**config.mk**
```make
export PLATFORM = sky130hd
export DESIGN_NAME = work_loader
export DESIGN_NICKNAME = d
export VERILOG_FILES = /design/src/rtl/work_loader.sv
export SDC_FILE = /design/constraint.sdc
export NUM_CORES = 1
export LEC_CHECK = 0
export CAP_MARGIN = 10
export CORE_MARGIN = 2
export CORE_UTILIZATION = 66
export DETAILED_ROUTE_END_ITERATION = 8
export PLACE_DENSITY = 0.84
export SETUP_SLACK_MARGIN = 0.1
export SYNTH_ARGS = -nofsm -noshare
export SYNTH_HDL_FRONTEND = slang
export SYNTH_SLANG_ARGS = --single-unit
```
**constraint.sdc**
```tcl
create_clock -name clk -period 7.3 [get_ports clk]
set_input_delay 1.825 -clock clk [delete_from_list [all_inputs] [get_ports clk]]
set_output_delay 1.825 -clock clk [all_outputs]
set_load 0.005 [all_outputs]
```
**src/rtl/work_loader.sv**
```systemverilog
// Host-link frame loader: hunts for SYNC_BYTE, gathers 44 payload bytes into
// eleven big-endian words and plays them to the miner on eleven consecutive cycles.
// Optional trailing XOR checksum byte is enabled by defining WORK_LOADER_CHECKSUM_EN.
module work_loader #(
  parameter logic [23:0] TIMEOUT_CYCLES = 24'd1000000,
  parameter logic [7:0]  SYNC_BYTE      = 8'hA5
) (
  input  logic        clk,
  input  logic        rst_n,
  input  logic [7:0]  rx_data,
  input  logic        rx_valid,
  output logic        ready,
  output logic [31:0] serial_in,
  output logic        frame_err,
  output logic        overrun
);

  typedef enum logic [1:0] {
    IDLE = 2'd0,
    RECV = 2'd1,
`ifdef WORK_LOADER_CHECKSUM_EN
    CHK  = 2'd2,
`endif
    SEND = 2'd3
  } state_t;

  localparam logic [5:0]  LAST_BYTE = 6'd43;
  localparam logic [3:0]  NUM_WORDS = 4'd11;
  localparam logic [23:0] GAP_MAX   = 24'hFFFFFF;

  state_t      state_r;
  logic [5:0]  byte_cnt_r;
  logic [23:0] gap_r;
  logic [3:0]  send_idx_r;
  logic [31:0] word_buf_r [0:10];
  logic        ready_r;
  logic [31:0] serial_in_r;
  logic        frame_err_r;
  logic        overrun_r;

  logic        byte_accept_s;
  logic [23:0] gap_next_s;
  logic        gap_expired_s;
  logic        last_byte_s;

`ifdef WORK_LOADER_CHECKSUM_EN
  logic [7:0]  xor_r;

  function automatic logic [7:0] xor_fold(input logic [7:0] acc, input logic [7:0] data);
    return acc ^ data;
  endfunction
`endif

  // Payload acceptance, saturating gap increment and inter-byte timeout detection
  always_comb begin
    byte_accept_s = rx_valid && (state_r == RECV);
    last_byte_s   = (byte_cnt_r == LAST_BYTE);
    if (gap_r == GAP_MAX) begin
      gap_next_s = gap_r;
    end else begin
      gap_next_s = gap_r + 24'd1;
    end
    gap_expired_s = (gap_next_s >= TIMEOUT_CYCLES);
  end

  // Payload buffer; left unreset because nothing reads it before it is rewritten
  always_ff @(posedge clk) begin
    if (byte_accept_s) begin
      case (byte_cnt_r[1:0])
        2'd0:    word_buf_r[byte_cnt_r[5:2]][31:24] <= rx_data;
        2'd1:    word_buf_r[byte_cnt_r[5:2]][23:16] <= rx_data;
        2'd2:    word_buf_r[byte_cnt_r[5:2]][15:8]  <= rx_data;
        default: word_buf_r[byte_cnt_r[5:2]][7:0]   <= rx_data;
      endcase
    end
  end

  // Frame FSM with registered outputs; SEND entry loads word0 so ready rises the cycle after the final byte
  always_ff @(posedge clk) begin
    if (!rst_n) begin
      state_r     <= IDLE;
      byte_cnt_r  <= 6'd0;
      gap_r       <= 24'd0;
      send_idx_r  <= 4'd0;
      ready_r     <= 1'b0;
      serial_in_r <= 32'h0;
      frame_err_r <= 1'b0;
      overrun_r   <= 1'b0;
`ifdef WORK_LOADER_CHECKSUM_EN
      xor_r       <= 8'h00;
`endif
    end else begin
      frame_err_r <= 1'b0;
      overrun_r   <= 1'b0;
      case (state_r)
        IDLE: begin
          ready_r     <= 1'b0;
          serial_in_r <= 32'h0;
          gap_r       <= 24'd0;
          if (rx_valid && (rx_data == SYNC_BYTE)) begin
            state_r    <= RECV;
            byte_cnt_r <= 6'd0;
`ifdef WORK_LOADER_CHECKSUM_EN
            xor_r      <= 8'h00;
`endif
          end else begin
            state_r <= IDLE;
          end
        end

        RECV: begin
          if (rx_valid) begin
            gap_r      <= 24'd0;
            byte_cnt_r <= byte_cnt_r + 6'd1;
`ifdef WORK_LOADER_CHECKSUM_EN
            xor_r      <= xor_fold(xor_r, rx_data);
            if (last_byte_s) begin
              state_r <= CHK;
            end else begin
              state_r <= RECV;
            end
`else
            if (last_byte_s) begin
              state_r     <= SEND;
              ready_r     <= 1'b1;
              serial_in_r <= word_buf_r[0];
              send_idx_r  <= 4'd1;
            end else begin
              state_r <= RECV;
            end
`endif
          end else if (gap_expired_s) begin
            frame_err_r <= 1'b1;
            gap_r       <= 24'd0;
            state_r     <= IDLE;
          end else begin
            gap_r <= gap_next_s;
          end
        end

`ifdef WORK_LOADER_CHECKSUM_EN
        CHK: begin
          if (rx_valid) begin
            gap_r <= 24'd0;
            if (rx_data == xor_r) begin
              state_r     <= SEND;
              ready_r     <= 1'b1;
              serial_in_r <= word_buf_r[0];
              send_idx_r  <= 4'd1;
            end else begin
              frame_err_r <= 1'b1;
              state_r     <= IDLE;
            end
          end else if (gap_expired_s) begin
            frame_err_r <= 1'b1;
            gap_r       <= 24'd0;
            state_r     <= IDLE;
          end else begin
            gap_r <= gap_next_s;
          end
        end
`endif

        SEND: begin
          gap_r     <= 24'd0;
          // bytes arriving while words stream out are dropped, never parsed
          overrun_r <= rx_valid;
          if (send_idx_r == NUM_WORDS) begin
            ready_r     <= 1'b0;
            serial_in_r <= 32'h0;
            send_idx_r  <= 4'd0;
            state_r     <= IDLE;
          end else begin
            serial_in_r <= word_buf_r[send_idx_r];
            send_idx_r  <= send_idx_r + 4'd1;
          end
        end

        default: begin
          state_r     <= IDLE;
          ready_r     <= 1'b0;
          serial_in_r <= 32'h0;
          gap_r       <= 24'd0;
          send_idx_r  <= 4'd0;
        end
      endcase
    end
  end

  assign ready     = ready_r;
  assign serial_in = serial_in_r;
  assign frame_err = frame_err_r;
  assign overrun   = overrun_r;

endmodule

```
# After elaboration in Yosys (flattened, before gate mapping)
# Memory sizes are Yosys's and may differ from the RTL's. A register that Yosys moved wholly into a read port is not among the register bits.
# Index checks and enable logic that the tools add are counted.
# classes
add_sub_neg,3
magnitude_cmp,1
n_eq_ne,13
n_mux,37
bitwise,3
n_reduce_logical,14
# op_table
operator,count
$mux W32,3
$pmux W32 S2,1
$add A24 B1 Y24 const B,1
$eq A24 B24 Y1 const B,1
$ge A24 B20 Y1 const B,1
$mux W24,1
$mux W4,5
$mux W1,17
$mux W6,2
$pmux W4 S3,1
$pmux W6 S2,1
$reduce_and A3 Y1,3
$eq A8 B8 Y1 const B,1
$mux W2,4
$ne A2 B2 Y1 const B,4
$add A6 B1 Y6 const B,1
$eq A6 B6 Y1 const B,1
$pmux W2 S3,1
$reduce_and A2 Y1,3
$reduce_or A3 Y1,2
$add A4 B1 Y4 const B,1
$eq A2 B1 Y1 const B,2
$eq A2 B2 Y1 const B,2
$eq A4 B4 Y1 const B,1
other kinds (7),11
# word_totals
ff_bits,71
ramBits,352
in_bits,11
out_inout_bits,35
wordCells,80
memories,1
# mem_list
memory,depth,width,rd,rd_clocked_by_memory_dff,write_ports,line_no,source
word_buf_r,11,32,2,1,1,35,logic [31:0] word_buf_r [0:10];

# Longest topological paths before layout
# Gate-level depths: netlist (run 1).
# depth
ltp_word,6
mapped_depth,11
mapped_depth_nobuf,9

# Worst setup path before layout (run 1)
# Ideal clock, no wire load.
# synth_timing
kind,in2reg
startpoint,input rx_valid
endpoint,register byte_cnt_r[5]
setup_ns,0.116
t_arrival_ns,3.454
required_time_ns,7.184
slack_ns,3.730
cell_stages,8
n_path_buf,0
path_cell_list,nor4bb_1 nand4_1 or4b_2 nand2_1 and4_1 nand3_1 xor2_1 nor2_1
# synth_via
elab_chain_cells,3
word_cells_on_any_way,4
classes_between,eq/ne: 2; reduce/logical: 2
# synth_rtl
item,line_no,source
"start, declared",11,"input logic rx_valid,"
$logic_and A1 B1 Y1,100,if (rx_valid && (rx_data == SYNC_BYTE)) begin
$ne A2 B2 Y1 (no source line),-,
$reduce_and A3 Y1 (no source line) (*),-,
"end signal, assigned",114,byte_cnt_r <= byte_cnt_r + 6'd1;
"end, declared",32,logic [5:0] byte_cnt_r;
# Every way passes the cells marked *; elsewhere a longest branch is shown, timed or not.
# A chain may end at the register's enable or synchronous reset.

# Worst setup path after layout (run 1)
# layout_timing
startpoint,input rx_data[0]
endpoint,register byte_cnt_r[5]
# layout_via
elab_chain_cells,4
# layout_rtl
item,line_no,source
"start, declared",10,"input logic [7:0] rx_data,"
$eq A8 B8 Y1,100,
$logic_and A1 B1 Y1,100,
$ne A2 B2 Y1 (no source line),-,
$reduce_and A3 Y1 (no source line),-,
# Every way passes these cells.

==> metrics.md, run 1 <==
| Metric | Value |
|---|---|
| Root buf cell | `clkbuf_16` |
| Layout cells sized above 1 | `0.2002` |
| Flops & latches, synth | `427` |
| IO buf count | `45` |
| WHS Endpoint | `ready` |
| # fillers | `1393` |
| FF-to-FF End | `gap_r[13]` |
| Total number of vias | `9751` |
| Worst Tran Pin Value | `1.079 ns` |
| Period minus WS final | `4.205 ns` |
| FF-to-FF setup slack | `3.90 ns` |
| CTS tree | `done` |
| Setup Skew | `0.008001 ns` |
| FF-to-FF path depth | `8` |
| Critical Path AT | `4.63 ns` |
| Final Cycle Share | `0.5760` |
| Critical Path Fanout Max | `45` |
| Commonest register cell after synthesis | `edfxtp_1` |
| Per-cell routed wire length | `26.67 um` |
| Starting Density | `0.6658` |
| Core area | `25840 um^2` |
| Io pins | `46` |
| Global Route Usage Sum | `0.2951` |
| Slew Limit Fails | `0` |
| Final setup viols | `0` |
| Vias in the first global route | `9706` |
| Hold crit path type | `flip-flop to flip-flop` |
| First-pass GRT wire length | `58.53 mm` |
| Stages on worst setup path | `10` |
| WL final | `39.05 mm` |
| CP bufs+invs | `2` |
| Final core utilization | `0.7546` |
| Initial antenna violation count | `0` |
| Total CTS buffers | `42` |
| CTS hold repair buffers | `0` |
| Cell Chain, Critical Path | `clkdlybuf4s50_1 -> buf_4 -> nor4bb_1 -> nand4_1 -> or4b_2 -> nand2_1 -> and4_1 -> nand3_1 -> xor2_1 -> nor2_1` |
| Max clock buf depth | `3` |
| Worst path slowest cell | `or4b_2` |
| EDFF count, synth | `352` |
| Reg2reg start | `gap_r[9]` |
| Unrepaired setup endpoints after global routing | `no` |
| N_diodes | `0` |
| Nets@finish | `1113` |
| DRT iter0 DRCs | `1204` |
| Worst IR Drop VDD | `0.0002391 V` |
| CTS Sinks | `427` |
| Max-slew headroom | `0.2782` |
| Placer Congestion | `0.8328` |
| PD cells | `254.1 nW/um^2` |
| Max Fclk | `0.2378 GHz` |
| Area grow syn2layout | `13.33%` |
| Crit path kind | `input pin to flip-flop` |
| Top cell family by delay on the critical path | `simple AND/OR/NAND/NOR gates` |
| Async SR Flop Fraction | `0` |
| HP Start | `ready` |
| Final ANT Viol Nets | `0` |
| Max cap viols | `0` |
| Vias per inst | `6.661` |
| Post-synthesis sequential area ratio | `0.7017` |
| Yosys warns | `0` |
| Die area | `27370 um^2` |
| Startpoint Class | `input pin` |
| Die span in y | `165.4 um` |
| Endpoint type of the worst setup path | `flip-flop` |
| Hold Path Cell Cnt | `2` |
| H-tree level count | `2` |
| Req. time, crit path | `7.73 ns` |
| Later-pin clock latency in the skew report | `0.54 ns` |
| Post-DP HPWL | `20.88 mm` |
| Fin Hold WS | `0.4972 ns` |
| Post-route DRC | `0` |
| Status | `finished, final reports clean` |
| Setup Buffers After CTS | `0` |
| Area of the mapped netlist | `17200 um^2` |
| Leak | `6.037 nW` |
| Clock transition at path regs | `0.06 ns` |
| Final Hold Viols | `0` |
| Post-synth cell types | `53` |
| Synthesized instance count | `1040` |
| Largest net degree at the start of global routing | `65` |
| Die width | `165.4 um` |
| GRT overflow | `0` |
| Largest stage delay, worst path | `0.70 ns` |
| Post-route setup TNS | `0 ns` |
| # rows | `59` |
| Post-CTS Resized | `0` |
| Post-Syn Area per Cell | `16.54 um^2` |
| Pre-antenna DRT Iters | `8` |
## tightest hold or removal path, cell delays in order (launching register included)
cell and delay, ns:
dfxtp_1 0.31, o21ai_0 0.06, a21boi_0 0.08
## how the worst max path moves through the flow
stage               startpoint            end  slack, ns
floorplan             rx_valid  byte_cnt_r[5]       3.73
global placement    rx_data[0]  byte_cnt_r[5]       2.78
detailed placement  rx_data[0]  byte_cnt_r[5]       2.67
CTS                 rx_data[0]  byte_cnt_r[5]       3.17
global route        rx_data[0]  byte_cnt_r[5]       3.00
finish              rx_data[0]  byte_cnt_r[5]       3.10
## per-layer routing
| metal | GRT usage | routed length [um] | vias up | share of wire |
|---|---|---|---|---|
| met1 | 0.3848 | 13990 | 4876 | 0.36 |
| li1 | - | - | 4109 | - |
| met4 | 0.09875 | 1182 | 0 | 0.030 |
| met3 | 0.04845 | 3527 | 119 | 0.090 |
| met5 | 0 | 0 | - | 0 |
| met2 | 0.5123 | 20350 | 647 | 0.52 |
## cells in the mapped netlist, drive strengths merged, types with 2 or more instances
cell type | number | area [um^2]
mux4 | 96 | 2162
dfxtp | 75 | 1501
mux2i | 2 | 20.02
mux2 | 32 | 360.4
a22oi | 32 | 240.2
ha | 7 | 87.58
and2 | 8 | 50.05
or3 | 5 | 31.28
nor2b | 39 | 244.0
inv | 36 | 135.1
a21boi | 2 | 15.01
a211oi | 6 | 55.05
xor2 | 12 | 105.1
a21oi | 8 | 40.04
o21ai | 39 | 195.2
edfxtp | 352 | 10570
nand4 | 7 | 43.79
o22ai | 2 | 12.51
nor4 | 5 | 61.31
and3 | 2 | 12.51
or2 | 2 | 12.51
and4 | 3 | 26.28
nand2 | 75 | 281.5
a31oi | 5 | 31.28
nor3b | 3 | 22.52
nor3 | 7 | 40.04
xnor2 | 10 | 87.58
clkbuf | 33 | 123.9
or4 | 2 | 15.01
nor2 | 79 | 296.5
nand3 | 15 | 80.08
buf | 21 | 86.33
nand2b | 3 | 18.77
## layout make-up
cell class,instances,area [um^2],area share
Clock inverter,24,289.0,0.01482
Tap cell,335,419.2,0.02150
Timing Repair Buffer,62,578.1,0.02965
Clock buffer,54,1170,0.06001
Sequential cell,427,12080,0.6195
Multi-Input combinational cell,526,4827,0.2476
Inverter,36,135.1,0.006931
## logic make-up after synthesis
group	synth area share
flip-flops	0.7017
AND/OR/NAND/NOR	0.07346
multiplexers	0.1478
AO/OA/AOI/OAI	0.04044
buffers and inverters	0.02007
XOR/XNOR	0.01120
adder cells (fa/ha/maj)	0.005091
other	0.0002180
## through the flow
| step | cells | power (mW) | worst slack [ns] | cell area, um^2 |
|---|---|---|---|---|
| CTS | 1464 | 4.970 | 3.170 | 19500 |
| global route | 1464 | 5.063 | 3.001 | 19500 |
| global placement | 1386 | 2.732 | 2.780 | 18040 |
| floorplan | 1043 | 2.695 | 3.730 | 17210 |
| finish | 1464 | 4.955 | 3.095 | 19500 |
| detailed placement | 1386 | 2.736 | 2.674 | 18040 |
## power breakdown
part	internal [mW]	switching, mW	leakage (nW)	total, mW
combinational	0.0123	0.0385	1.55	0.0507
sequential	2.63	0.00144	3.77	2.63
clock	1.38	0.890	0.716	2.27
## flip-flops by register name, indices dropped and copies added (netlist names), named ones only
register    cells
gap_r          24
overrun         1
byte_cnt_r      6
state_r         2
word_buf_r    352
frame_err       1
ready           1
serial_in      32
send_idx_r      4
## layout by cell type (no fill, tap or decap), drive strengths merged, types with 4 or more instances in the layout
cell type,count
clkinv,16
clkdlybuf4s50,45
o21ai,39
nor4,5
buf,17
nor3,7
nand4,7
a211oi,6
inv,36
nor2,79
conb,4
and2,8
a21oi,8
or3,5
nor2b,39
dfxtp,75
xnor2,10
a22oi,32
nand2,75
a31oi,5
bufinv,7
clkbuf,54
nand3,15
edfxtp,352
mux2,32
xor2,12
ha,7
mux4,96
No activity file was read; power rests on OpenSTA's default activity.
==> run 2, diff against run 1 <==
--- a/config.mk
+++ b/config.mk
@@ -7,9 +7,9 @@
 export LEC_CHECK = 0
 export CAP_MARGIN = 10
 export CORE_MARGIN = 2
-export CORE_UTILIZATION = 66
+export CORE_UTILIZATION = 61
 export DETAILED_ROUTE_END_ITERATION = 8
-export PLACE_DENSITY = 0.84
+export PLACE_DENSITY = 0.79
 export SETUP_SLACK_MARGIN = 0.1
 export SYNTH_ARGS = -nofsm -noshare
 export SYNTH_HDL_FRONTEND = slang
==> constraint.sdc (replaced) <==
create_clock -name clk -period 4.1 [get_ports clk]
set_input_delay 1.025 -clock clk [delete_from_list [all_inputs] [get_ports clk]]
set_output_delay 1.025 -clock clk [all_outputs]
set_load 0.005 [all_outputs]
==> run 2 against run 1 <==
  * Flip-flop and latch count unchanged
  * First-iteration DRC count decreased by 26%
  * Register-to-register slack got worse by 2.9 ns
  * Routed wire length shrank 9.3%
  * Cell area rose by 0.52%
==> metrics.md, run 2 (synthesis results as in run 1) <==
| Metric | Value |
|---|---|
| Pre-antenna DRT Iters | `5 (-3)` |
| Placed cell area | `18270 um^2 (+1.3%)` |
| Largest stage delay, worst path | `0.69 ns (about the same)` |
| Slew Limit Fails | `0 (unchanged)` |
| Fin Hold WS | `0.4771 ns (-0.02013 ns)` |
| H-tree level count | `2 (unchanged)` |
| Placed insts | `1451 (+4.7%)` |
| Setup Buffers After CTS | `0 (unchanged)` |
| Max cap viols | `0 (unchanged)` |
| Vias per inst | `6.144 (-7.8%)` |
| Per-cell routed wire length | `23.17 um (-13%)` |
| Stages on worst setup path | `9 (-1)` |
| CTS tree | `done` |
| Leak | `6.087 nW (+0.84%)` |
| Die width | `171.9 um (+3.9%)` |
| Non-filler cells, final | `1528 (+4.4%)` |
| Later-pin clock latency in the skew report | `0.53 ns (about the same)` |
| CTS Sinks | `427 (unchanged)` |
| Max Fclk | `0.3085 GHz` |
| Nets@finish | `1135 (+2.0%)` |
| Post-DP HPWL | `22.00 mm (+5.3%)` |
| Root buf cell | `clkbuf_16` |
| Largest net degree at the start of global routing | `48 (-26%)` |
| Max clock buf depth | `3 (unchanged)` |
| Vias in the first global route | `9482 (-2.3%)` |
| Max reg flops | `352 (unchanged)` |
| PD cells | `432.4 nW/um^2 (+70%)` |
| Post-route DRC | `0 (unchanged)` |
| Crit path kind | `input pin to flip-flop` |
| Total CTS buffers | `42 (unchanged)` |
| Post-route setup TNS | `0 ns (unchanged)` |
| Die area | `29560 um^2 (+8.0%)` |
| Top cell family by delay on the critical path | `simple AND/OR/NAND/NOR gates` |
| Area grow syn2layout | `13.92%` |
| N_diodes | `0 (unchanged)` |
| Placer Congestion | `0.8743 (+5.0%)` |
| GRT overflow | `0 (unchanged)` |
| Worst IR Drop VDD | `0.0002745 V (+15%)` |
| CTS hold repair buffers | `0 (unchanged)` |
| Startpoint Class | `input pin` |
| Critical Path Fanout Max | `6 (-87%)` |
| Cell Chain, Critical Path | `clkdlybuf4s50_1 -> nor4bb_1 -> nand4_1 -> or4b_2 -> nand2_1 -> and4_1 -> nand3_1 -> xor2_1 -> nor2_1` |
| Final ANT Viol Nets | `0 (unchanged)` |
| Critical Path AT | `3.65 ns (-0.98 ns)` |
| Global Route Usage Sum | `0.2466 (-0.04848)` |
| Clock transition at path regs | `0.06 ns (about the same)` |
| Initial antenna violation count | `0 (unchanged)` |
| Setup Skew | `0.01611 ns (+0.008106 ns)` |
| IO buf count | `45 (unchanged)` |
| Hold crit path type | `flip-flop to flip-flop` |
| Die span in y | `171.9 um (+3.9%)` |
| Worst path slowest cell | `or4b_2` |
| CP bufs+invs | `1 (-1)` |
| Status | `finished, final reports clean` |
| Worst Tran Pin Value | `1.013 ns (-0.06592 ns)` |
| Total number of vias | `9388 (-3.7%)` |
| FF-to-FF path depth | `9 (+1)` |
| Layout cells sized above 1 | `0.2087 (+0.008519)` |
| Hold Path Cell Cnt | `2 (unchanged)` |
| Final Hold Viols | `0 (unchanged)` |
| Setup ws final | `0.8580 ns (-2.237 ns)` |
| Design area | `19600 um^2 (+0.52%)` |
| Unrepaired setup endpoints after global routing | `no` |
| Starting Density | `0.6192 (-0.04660)` |
| Period minus WS final | `3.242 ns` |
| Final setup viols | `0 (unchanged)` |
| Core area | `27780 um^2 (+7.5%)` |
| First-pass GRT wire length | `54.01 mm (-7.7%)` |
| # rows | `61 (+3.4%)` |
| Final Cycle Share | `0.7907` |
| Endpoint type of the worst setup path | `flip-flop` |
| Max-slew headroom | `0.3232 (+0.04500)` |
| DP Worst Slack | `0.5485 ns (-2.126 ns)` |
| Post-CTS Resized | `0 (unchanged)` |
| Req. time, crit path | `4.50 ns (-3.23 ns)` |
| DRT iter0 DRCs | `892 (-26%)` |
| Io pins | `46 (unchanged)` |
| WL final | `35.40 mm (-9.3%)` |
| Commonest non-fill, non-tap cell in the layout | `edfxtp_1` |
| Most frequent cells in the layout | `edfxtp_1 (352), mux4_2 (96), nor2_1 (77), nand2_1 (75), dfxtp_1 (72)` |
-- run 2: cell count changes in the layout (fill, tap and decap cells not counted), moves of 4 or more --
cell       change
bufinv_16      -4
buf_4         +20
clkbuf_1       +5
clkinv_2       -5
-- run 2: path summary, 6_finish.rpt --
kind                        end  slack, ns      from
setup / recovery  byte_cnt_r[5]       0.86  rx_valid
setup reg to reg       gap_r[7]       0.96  gap_r[9]
hold reg to reg        gap_r[1]       0.48  gap_r[1]
hold / removal         gap_r[1]       0.48  gap_r[1]
-- run 2: routing by layer --
layer / wire [um] / vias to the layer above / GRT usage
li1: - / 4160 / -
met4: 839 / 0 / 0.06942
met5: 0 / - / 0
met1: 13750 / 4796 / 0.3213
met2: 18290 / 360 / 0.4306
met3: 2516 / 72 / 0.04555
-- run 2: report_power, final --
part | internal (mW) | switching (mW) | total, mW
Combinational | 0.0225 | 0.0724 | 0.0948
Clock | 2.17 | 1.52 | 3.69
Sequential | 4.69 | 0.00248 | 4.69
-- run 2: cell type report --
cell class,count,area (um^2)
clock buffers,59,1166
clock inverters,18,160.2
fillers,1749,8184
inverters,36,135.1
multi-input cells,526,4817
flip-flops and latches,427,12080
well taps,378,473.0
repair buffers,84,768.2
-- run 2: per-stage QoR --
step             util  total power, mW
2_1_floorplan       -            4.798
3_3_place_gp   0.6577            4.871
3_5_place_dp   0.6577            4.877
4_1_cts        0.7054            8.525
5_1_grt        0.7054            8.695
6_report       0.7054            8.474
-- run 2: worst reg2reg max path, cell delays in order, from the launching register on --
cell and delay, ns:
dfxtp_1 0.50, nand4_1 0.25, nor4_4 0.57, a211oi_1 0.25, and3_1 0.27, or3_1 0.34, a21oi_1 0.29, o311ai_2 0.16
buf_4 0.24, a211oi_2 0.21
==> run 3, diff against run 2 <==
--- a/config.mk
+++ b/config.mk
@@ -7,9 +7,9 @@
 export LEC_CHECK = 0
 export CAP_MARGIN = 10
 export CORE_MARGIN = 2
-export CORE_UTILIZATION = 61
+export CORE_UTILIZATION = 55
 export DETAILED_ROUTE_END_ITERATION = 8
-export PLACE_DENSITY = 0.79
+export PLACE_DENSITY = 0.75
 export SETUP_SLACK_MARGIN = 0.1
 export SYNTH_ARGS = -nofsm -noshare
 export SYNTH_HDL_FRONTEND = slang
==> constraint.sdc (replaced) <==
create_clock -name clk -period 2.7 [get_ports clk]
set_input_delay 0.675 -clock clk [delete_from_list [all_inputs] [get_ports clk]]
set_output_delay 0.675 -clock clk [all_outputs]
set_load 0.005 [all_outputs]
==> run 3 against run 2 <==
  * Clock-buffer cell count is 9 higher
  * Global-route usage is 2.1 points lower
  * Highest routed layer is now met5
  * Clock skew is 0.0033 ns higher
  * Setup slack worse by 0.74 ns
  * Register-to-register slack worse by 0.85 ns
==> metrics.md, run 3 (synthesis results as in run 1) <==
| Metric | Value |
|---|---|
| CP bufs+invs | `3 (+2)` |
| Non-filler cells, final | `1628 (+6.5%)` |
| Crit path kind | `flip-flop to flip-flop` |
| Design area | `20620 um^2 (+5.2%)` |
| Io pins | `46 (unchanged)` |
| Critical Path Fanout Max | `5 (-1)` |
| Later-pin clock latency in the skew report | `0.54 ns (about the same)` |
| CTS tree | `done` |
| Largest stage delay, worst path | `0.37 ns (-0.32 ns)` |
| Root buf cell | `clkbuf_16` |
| Starting Density | `0.5609 (-0.05830)` |
| Total power | `13.14 mW (+55%)` |
| First-pass GRT wire length | `56.32 mm (+4.3%)` |
| # rows | `64 (+4.9%)` |
| Critical Path AT | `3.03 ns (-0.62 ns)` |
| # fillers | `1985 (+13%)` |
| Setup ws final | `0.1143 ns (-0.7437 ns)` |
| Final core utilization | `0.6722 (-0.03321)` |
| WL final | `36.91 mm (+4.3%)` |
| Max Fclk | `0.3867 GHz` |
| Fin Hold WS | `0.5065 ns (+0.02949 ns)` |
| Max cap viols | `0 (unchanged)` |
| Slew Limit Fails | `0 (unchanged)` |
| Placer Congestion | `0.8930 (+2.1%)` |
| Req. time, crit path | `3.14 ns (-1.36 ns)` |
| Initial antenna violation count | `0 (unchanged)` |
| Leak | `6.635 nW (+9.0%)` |
| Final setup viols | `0 (unchanged)` |
| Cell Chain, Critical Path | `nand4_1 -> nor4_4 -> buf_4 -> a211oi_4 -> and3_4 -> or3_4 -> a21oi_4 -> o311ai_4 -> buf_6 -> buf_12 -> a311oi_2` |
| DP Worst Slack | `-0.4306 ns (-0.9790 ns)` |
| Final ANT Viol Nets | `0 (unchanged)` |
| CTS hold repair buffers | `0 (unchanged)` |
| Worst IR Drop VDD | `0.0005262 V (+92%)` |
| IO buf count | `45 (unchanged)` |
| Clock transition at path regs | `0.06 ns (about the same)` |
| Worst Tran Pin Value | `0.5073 ns (-0.5055 ns)` |
| Commonest non-fill, non-tap cell in the layout | `edfxtp_1` |
| Startpoint Class | `flip-flop` |
| Die width | `180.9 um (+5.2%)` |
| Per-cell routed wire length | `22.67 um (-2.1%)` |
| Area grow syn2layout | `19.84%` |
| H-tree level count | `2 (unchanged)` |
| Post-DP HPWL | `22.76 mm (+3.4%)` |
| Die span in y | `180.9 um (+5.2%)` |
| Placed insts | `1535 (+5.8%)` |
| Max-slew headroom | `0.6613 (+0.3381)` |
| Endpoint type of the worst setup path | `flip-flop` |
| Total CTS buffers | `43 (+2.4%)` |
| Total number of vias | `9608 (+2.3%)` |
| Most frequent cells in the layout | `edfxtp_1 (352), buf_4 (108), mux4_2 (96), nor2_1 (76), nand2_1 (73)` |
| Top cell family by delay on the critical path | `simple AND/OR/NAND/NOR gates` |
| Max reg flops | `352 (unchanged)` |
| N_diodes | `0 (unchanged)` |
| Largest net degree at the start of global routing | `49 (+2.1%)` |
| Nets@finish | `1216 (+7.1%)` |
| Core area | `30670 um^2 (+10%)` |
| Final Cycle Share | `0.9577` |
| Unrepaired setup endpoints after global routing | `yes` |
| Vias in the first global route | `9724 (+2.6%)` |
| Global Route Usage Sum | `0.2258 (-0.02085)` |
| Status | `finished, final reports clean` |
| PD cells | `637.2 nW/um^2 (+47%)` |
| CTS Sinks | `427 (unchanged)` |
| Final Hold Viols | `0 (unchanged)` |
| Die area | `32710 um^2 (+11%)` |
| Post-route DRC | `0 (unchanged)` |
| Setup Skew | `0.01937 ns (+0.003265 ns)` |
| Vias per inst | `5.902 (-3.9%)` |
| Max clock buf depth | `3 (unchanged)` |
| Placed cell area | `18850 um^2 (+3.2%)` |
| Period minus WS final | `2.586 ns` |
| Hold crit path type | `flip-flop to flip-flop` |
| Post-route setup TNS | `0 ns (unchanged)` |
| Worst path slowest cell | `nor4_4` |
| GRT overflow | `0 (unchanged)` |
| DRT iter0 DRCs | `719 (-19%)` |
| Pre-antenna DRT Iters | `5 (unchanged)` |
| Layout cells sized above 1 | `0.2938 (+0.08514)` |
## run 3: changes by cell type in the layout (fill, tap and decap cells not counted), moves of 4 or more
cell / delta
dfxtp_1: -13
clkinv_1: -7
buf_12: +4
dfxtp_2: +10
buf_4: +71
clkbuf_8: +4
## run 3: routing by layer
layer,vias to the layer above,GRT usage,wire [um]
li1,4314,-,-
met1,4842,0.2949,14410
met2,379,0.3916,19060
met3,71,0.04233,2553
met4,2,0.05774,830
met5,-,0.01333,58
## run 3: path summary, 6_finish.rpt
check / startpoint / to / slack [ns] / cells after the start
worst max-delay path: gap_r[13] / gap_r[10] / 0.11 / 11
worst min-delay path: send_idx_r[3] / flip-flop / 0.51 / 1
worst max register to register: gap_r[13] / gap_r[10] / 0.11 / 11
worst min register to register: send_idx_r[3] / flip-flop / 0.51 / 1
## run 3: area by class of cell
cell class / count / area, um^2 / area share
clock buffer: 68 / 1282 / 0.06221
clock inverter: 11 / 130.1 / 0.006312
inverter: 36 / 135.1 / 0.006555
multi-input combinational: 526 / 4999 / 0.2425
sequential: 427 / 12100 / 0.5870
tap: 396 / 495.5 / 0.02403
timing repair buffer: 164 / 1473 / 0.07143
## run 3: what timing repair did
| action | in CTS | in global routing |
|---|---|---|
| endpoints found under the setup margin | 21 | 26 |
| pin swaps | 16 | 13 |
| cloned | 2 | 0 |
| resized for setup | 26 | 27 |
| setup buffers | 10 | 3 |
## run 3: power breakdown
group / total, mW / switching, mW / internal [mW]
logic: 0.155 / 0.113 / 0.0425
clock network: 5.86 / 2.32 / 3.54
registers: 7.12 / 0.00429 / 7.12
total: 13.1 / 2.44 / 10.7
